## src/rtl/memory_stage_pkg.sv

```systemverilog
// Shared constants for the memory stage: operation classes, access sizes
// and the controller state encoding.
package memory_stage_pkg;

    localparam logic [2:0] OP_ALU   = 3'b000;
    localparam logic [2:0] OP_LOAD  = 3'b001;
    localparam logic [2:0] OP_STORE = 3'b010;

    localparam logic [1:0] SIZE_BYTE = 2'b00;
    localparam logic [1:0] SIZE_HALF = 2'b01;
    localparam logic [1:0] SIZE_WORD = 2'b10;

    typedef enum logic [1:0] {
        IDLE = 2'd0,
        BUS  = 2'd1,
        RESP = 2'd2
    } state_t;

endpackage

```

## src/rtl/memory_stage_align.sv

```systemverilog
// Combinational lane logic: byte enables, store replication, load
// extraction with zero/sign extension, and misalignment detection.
module mem_align
    import memory_stage_pkg::*;
(
    input  logic [1:0]  addr,
    input  logic [1:0]  size,
    input  logic        is_unsigned,
    input  logic [31:0] store_data,
    input  logic [31:0] rdata,
    output logic [3:0]  be,
    output logic [31:0] wdata,
    output logic [31:0] load_data,
    output logic        misaligned
);

    logic [7:0]  byte_lane;
    logic [15:0] half_lane;

    always_comb begin
        byte_lane  = rdata[{addr, 3'b000} +: 8];
        half_lane  = addr[1] ? rdata[31:16] : rdata[15:0];
        be         = 4'b1111;
        wdata      = store_data;
        load_data  = rdata;
        misaligned = 1'b0;
        case (size)
            SIZE_BYTE: begin
                be        = 4'b0001 << addr;
                wdata     = {4{store_data[7:0]}};
                load_data = is_unsigned ? {24'h0, byte_lane}
                                        : {{24{byte_lane[7]}}, byte_lane};
            end
            SIZE_HALF: begin
                misaligned = addr[0];
                be         = addr[1] ? 4'b1100 : 4'b0011;
                wdata      = {2{store_data[15:0]}};
                load_data  = is_unsigned ? {16'h0, half_lane}
                                         : {{16{half_lane[15]}}, half_lane};
            end
            default: begin
                // Size 2'b11 is not a defined encoding; it behaves as a word.
                misaligned = (addr != 2'b00);
            end
        endcase
    end

endmodule

```

## src/rtl/memory_stage.sv

```systemverilog
// Pipeline memory stage: passes ALU results through and performs single
// load/store transactions on a req/ack data bus with valid/next handshakes.
module memory_stage
    import memory_stage_pkg::*;
#(
    parameter int BITSIZE = 32
) (
    input  logic               clk,
    input  logic               rstn,
    input  logic [BITSIZE-1:0] ex_data_i,
    input  logic [BITSIZE-1:0] ex_store_data_i,
    input  logic [4:0]         ex_rd_i,
    input  logic [6:0]         ex_operation_i,
    input  logic               ex_valid_i,
    output logic               ex_next_o,
    output logic [BITSIZE-1:0] wb_data_o,
    output logic [4:0]         wb_rd_o,
    output logic               wb_valid_o,
    input  logic               wb_next_i,
    output logic               mem_req_o,
    output logic               mem_we_o,
    output logic [BITSIZE-1:0] mem_addr_o,
    output logic [BITSIZE-1:0] mem_wdata_o,
    output logic [3:0]         mem_be_o,
    input  logic               mem_ack_i,
    input  logic [BITSIZE-1:0] mem_rdata_i,
    output logic               misaligned_o
);

    generate
        if (BITSIZE != 32) begin : g_bad_bitsize
            $error("memory_stage: BITSIZE must be 32");
        end
    endgenerate

    state_t              state_reg, state_next;
    logic                mem_req_reg, mem_we_reg, misaligned_reg, load_reg, uns_reg;
    logic [BITSIZE-1:0]  mem_addr_reg, mem_wdata_reg, wb_data_reg;
    logic [3:0]          mem_be_reg;
    logic [4:0]          wb_rd_reg, rd_reg;
    logic [1:0]          addr_lo_reg, size_reg;

    logic [2:0]  op_class;
    logic        is_load, is_store, is_mem, accept, in_bus;
    logic [1:0]  al_addr, al_size;
    logic        al_uns, al_misaligned;
    logic [3:0]  al_be;
    logic [31:0] al_wdata, al_load;
    logic        unused_op_bit;

    assign op_class      = ex_operation_i[6:4];
    assign is_load       = (op_class == OP_LOAD);
    assign is_store      = (op_class == OP_STORE);
    assign is_mem        = is_load | is_store;
    assign unused_op_bit = ex_operation_i[3];

    assign ex_next_o  = (state_reg == IDLE) | ((state_reg == RESP) & wb_next_i);
    assign accept     = ex_valid_i & ex_next_o;
    assign wb_valid_o = (state_reg == RESP);
    assign in_bus     = (state_reg == BUS);

    // During BUS the aligner decodes the latched access; otherwise the incoming one.
    assign al_addr = in_bus ? addr_lo_reg : ex_data_i[1:0];
    assign al_size = in_bus ? size_reg    : ex_operation_i[1:0];
    assign al_uns  = in_bus ? uns_reg     : ex_operation_i[2];

    mem_align u_align (
        .addr        (al_addr),
        .size        (al_size),
        .is_unsigned (al_uns),
        .store_data  (ex_store_data_i),
        .rdata       (mem_rdata_i),
        .be          (al_be),
        .wdata       (al_wdata),
        .load_data   (al_load),
        .misaligned  (al_misaligned)
    );

    always_ff @(posedge clk or negedge rstn) begin
        if (!rstn) state_reg <= IDLE;
        else       state_reg <= state_next;
    end

    always_comb begin
        state_next = state_reg;
        case (state_reg)
            IDLE, RESP: begin
                if (accept)
                    state_next = (is_mem && !al_misaligned) ? BUS : RESP;
                else if (state_reg == RESP && wb_next_i)
                    state_next = IDLE;
            end
            BUS:     if (mem_ack_i) state_next = RESP;
            default: state_next = IDLE;
        endcase
    end

    always_ff @(posedge clk or negedge rstn) begin
        if (!rstn) begin
            mem_req_reg    <= 1'b0;
            mem_we_reg     <= 1'b0;
            mem_addr_reg   <= '0;
            mem_wdata_reg  <= '0;
            mem_be_reg     <= 4'b0000;
            wb_data_reg    <= '0;
            wb_rd_reg      <= 5'd0;
            misaligned_reg <= 1'b0;
            rd_reg         <= 5'd0;
            addr_lo_reg    <= 2'b00;
            size_reg       <= 2'b00;
            uns_reg        <= 1'b0;
            load_reg       <= 1'b0;
        end else begin
            misaligned_reg <= 1'b0;
            if (accept) begin
                rd_reg      <= ex_rd_i;
                addr_lo_reg <= ex_data_i[1:0];
                size_reg    <= ex_operation_i[1:0];
                uns_reg     <= ex_operation_i[2];
                load_reg    <= is_load;
                if (is_mem && al_misaligned) begin
                    misaligned_reg <= 1'b1;
                    wb_data_reg    <= '0;
                    wb_rd_reg      <= 5'd0;
                end else if (is_mem) begin
                    mem_req_reg   <= 1'b1;
                    mem_we_reg    <= is_store;
                    mem_addr_reg  <= {ex_data_i[BITSIZE-1:2], 2'b00};
                    mem_be_reg    <= al_be;
                    mem_wdata_reg <= al_wdata;
                end else begin
                    wb_data_reg <= ex_data_i;
                    wb_rd_reg   <= ex_rd_i;
                end
            end else if (in_bus && mem_ack_i) begin
                mem_req_reg <= 1'b0;
                wb_data_reg <= load_reg ? al_load : '0;
                wb_rd_reg   <= load_reg ? rd_reg : 5'd0;
            end
        end
    end

    assign mem_req_o    = mem_req_reg;
    assign mem_we_o     = mem_we_reg;
    assign mem_addr_o   = mem_addr_reg;
    assign mem_wdata_o  = mem_wdata_reg;
    assign mem_be_o     = mem_be_reg;
    assign wb_data_o    = wb_data_reg;
    assign wb_rd_o      = wb_rd_reg;
    assign misaligned_o = misaligned_reg;

endmodule

```

## config.mk

```make
export PLATFORM = sky130hd
export DESIGN_NAME = memory_stage
export DESIGN_NICKNAME = d
export VERILOG_FILES = /design/src/rtl/memory_stage_pkg.sv /design/src/rtl/memory_stage_align.sv /design/src/rtl/memory_stage.sv
export SDC_FILE = /design/constraint.sdc
export NUM_CORES = 1
export LEC_CHECK = 0
export CAP_MARGIN = 20
export CORE_MARGIN = 2
export CORE_UTILIZATION = 49
export CTS_CLUSTER_SIZE = 25
export DETAILED_ROUTE_END_ITERATION = 16
export PLACE_DENSITY = 0.86
export SLEW_MARGIN = 20
export SYNTH_ARGS = -nofsm -noshare
export SYNTH_HDL_FRONTEND = slang
export SYNTH_HIERARCHICAL = 1
export SYNTH_SLANG_ARGS = --single-unit
```

## constraint.sdc

```tcl
create_clock -name clk -period 5.19 [get_ports clk]
set_input_delay 1.038 -clock clk [delete_from_list [all_inputs] [get_ports clk]]
set_output_delay 1.038 -clock clk [all_outputs]
set_load 0.005 [all_outputs]
```

==> results.txt <==
syn avg cell area - 11.7 um2
outcome - completed
CTS tree - done
top_reg_cell synth - dfrtp_1
maxcap violations - 0
Tmin final - 3.63 ns
met3 Use GR - 10.4%
top cell type's share of synthesized area - 46.8%
period utilization - 70.0%
met2 GRT Util - 45.4%
Max Fclk - 275 MHz
flops & latches, synth - 119
hold worst-path end - size_reg[0]$_DFFE_PN0P_
Ant. Diodes - 0
vias - 5204
Async SR Flop Fraction - 100%
initial antenna violation count - 0
Die ar. - 13900 um2
Final ANT Viol Nets - 0
global routing's busiest layer - met2
Final Slew Violations - 0
Max rail drop VDD - 312 uV
Hold Crit Depth - 2
detailed placement HPWL - 13400 um
IO Pins - 223
worst r2r src - state_reg[1]$_DFFE_PN0P_
hold buffers post-CTS - 0
port bufs - 219
top cells by count, synth - dfrtp_1 (119), mux2_2 (92), nand2_1 (66), a21oi_1 (34), a32o_1 (32)
Psw - 1.05 mW
register area share after synthesis - 46.8%
switching share of power - 27.2%
core area - 12700 um2
share of layout cells above drive strength 1 - 21.7%
largest net degree at the start of global routing - 73
Final nets - 852
WL final - 18800 um
DRC errors left - 0
non-filler cells, final - 923
Worst Skew - 0.00778 ns
Vias/cell - 5.64
final setup violating endpoints - 0
leakage power - 3.91 nW
post-DR wirelength/cell - 20.4 um
worst r2r dst - wb_data_o[12]$_DFFE_PN0P_
Initial Utilization - 50.2%
Reg2Reg Depth - 9
clock-pin slew on the worst setup and hold paths - 0.05 ns
drt first-iter violations - 362
Post-CTS Resized - 0
GP Congestion - 0.796
vias in the first global route - 5476
first-pass GRT wire length - 29800 um
Die Wd - 118 um
row cnt - 41
total power density per cell area - 427 nW/um2
Area contributors post-synth - dfrtp_1 (47%), mux2_2 (16%), a32o_1 (5.0%)
die height - 118 um
post-synth top area cell - dfrtp_1
relative slew slack - 39.4%
1st-pass router iterations - 5
GR met1 Demand/Resource - 32.3%
CTS Buffer Depth - 2
min-delay worst type - register to register
worst-path maximum fanout - 40
Int Power - 2.81 mW
GRT overflow - 0
Req. time, crit path - 5.55 ns
Ys Warns - 6
R2R Setup Slk - 1.91 ns
Num CTS Buffers - 17
Mapped Area - 6360 um2
Setup crit end kind - register
clk root buf - clkbuf_16
unrepaired setup endpoints after global routing - no
crit path launch - ex_operation_i[1]
dpl cells - 892
number of synthesized flops with an enable pin - 0
Post-CTS Setup Inserts - 0
P&R area growth vs syn - 42.2%
Clk network pwr share - 28.4%
Clk Latency, worst-skew pair - 0.41 ns
startpoint types - input pin
Sink Count - 119
post-synthesis cell type count - 43
Slew @ Worst Pin - 0.909 ns
kind of critical path - input pin to register
setup tns final - 0 ns
H-tree lvl count - 4
Mapped Cells - 544
Arr. time, crit path - 3.99 ns
global router's overall resource usage - 27.5%
Util after Layout - 71.4%
Comb power frac - 35.2%
endpoints failing hold - 0
most common cell in the netlist - dfrtp_1
min-delay src - size_reg[0]$_DFFE_PN0P_
Seq pwr share - 36.4%
==> layout by cell type, fill, tap and decap left out, types with 2 or more instances in the layout <==
cell type / count
a21oi_1: 34
a221o_1: 7
a32o_1: 32
and2_1: 2
and3b_1: 7
buf_12: 2
buf_4: 7
clkbuf_1: 3
clkbuf_16: 17
clkbuf_8: 3
clkdlybuf4s50_1: 218
clkinv_2: 4
clkinvlp_4: 2
conb_1: 2
dfrtp_1: 119
inv_1: 2
mux2_1: 9
mux2_2: 92
mux2_4: 20
mux2i_1: 15
nand2_1: 64
nand2_2: 2
nand2b_1: 3
nand3_1: 12
nor2_1: 14
nor2_2: 2
nor2b_1: 11
o21ai_0: 16
o21bai_1: 4
o22ai_1: 6
==> cells by family after synthesis <==
| group | Yosys count | share of synthesized area (%) |
|---|---|---|
| and+or+nand+nor | 127 | 9.65 |
| buffers and inverters | 54 | 5.96 |
| DFF | 119 | 46.8 |
| AOI/OAI and AO/OA | 105 | 12.1 |
| other | 1 | 0.0589 |
| muxes | 137 | 25.3 |
| xor gates and xnor gates | 1 | 0.138 |
==> critical path, stage by stage <==
cell             delay (ns)
clkdlybuf4s50_1        0.44
nand2_1                0.09
nand2_2                0.42
buf_4                  0.43
nor2_2                 0.61
nand3b_1               0.39
nand3_1                0.24
a32o_1                 0.16
mux2_4                 0.14
==> cell type report <==
class,count,area (um2)
Sequential cell,119,2980
Clock inverter,8,73.8
Clock buffer,23,478
Fill cell,908,3620
Inverter,2,7.51
Tap cell,172,215
Multi-Input combinational cell,372,3020
Timing Repair Buffer,227,2270
==> worst max-delay path by stage <==
stage | to | slack, ns
after global routing | wb_data_o[8]$_DFFE_PN0P_ | 1.42
after CTS | wb_data_o[14]$_DFFE_PN0P_ | 1.45
after floorplan | wb_data_o[11]$_DFFE_PN0P_ | 2.19
after global placement | wb_data_o[6]$_DFFE_PN0P_ | 1.14
final | wb_data_o[12]$_DFFE_PN0P_ | 1.56
after detailed placement | wb_data_o[13]$_DFFE_PN0P_ | 1.02
==> power by group through the flow <==
stage                     Sequential, mW  Clock [mW]  Combinational (mW)
after detailed placement            1.41           0                1.36
after CTS                           1.41        1.11                1.37
final                               1.40        1.10                1.36
after global routing                1.44        1.16                1.45
after global placement              1.39           0                1.32
after floorplan                     1.42           0               0.531
==> per-stage QoR <==
| step | power [mW] | instance area [um2] | hold WS [ns] | worst slack [ns] |
|---|---|---|---|---|
| after floorplan | 1.95 | 6370 | 0.446 | 2.19 |
| after global placement | 2.71 | 8490 | 0.458 | 1.14 |
| after detailed placement | 2.77 | 8490 | 0.471 | 1.02 |
| after CTS | 3.89 | 9040 | 0.484 | 1.45 |
| after global routing | 4.05 | 9050 | 0.497 | 1.42 |
| final | 3.86 | 9050 | 0.484 | 1.56 |
==> layer usage <==
metal / up-vias / routed length [um] / share of wire [%]
li1: 2359 / - / -
met1: 2567 / 7400 / 39
met2: 239 / 9280 / 49
met3: 39 / 1610 / 8.6
met4: 0 / 510 / 2.7
met5: - / 0 / 0
Power figures use the tool's default switching activity.
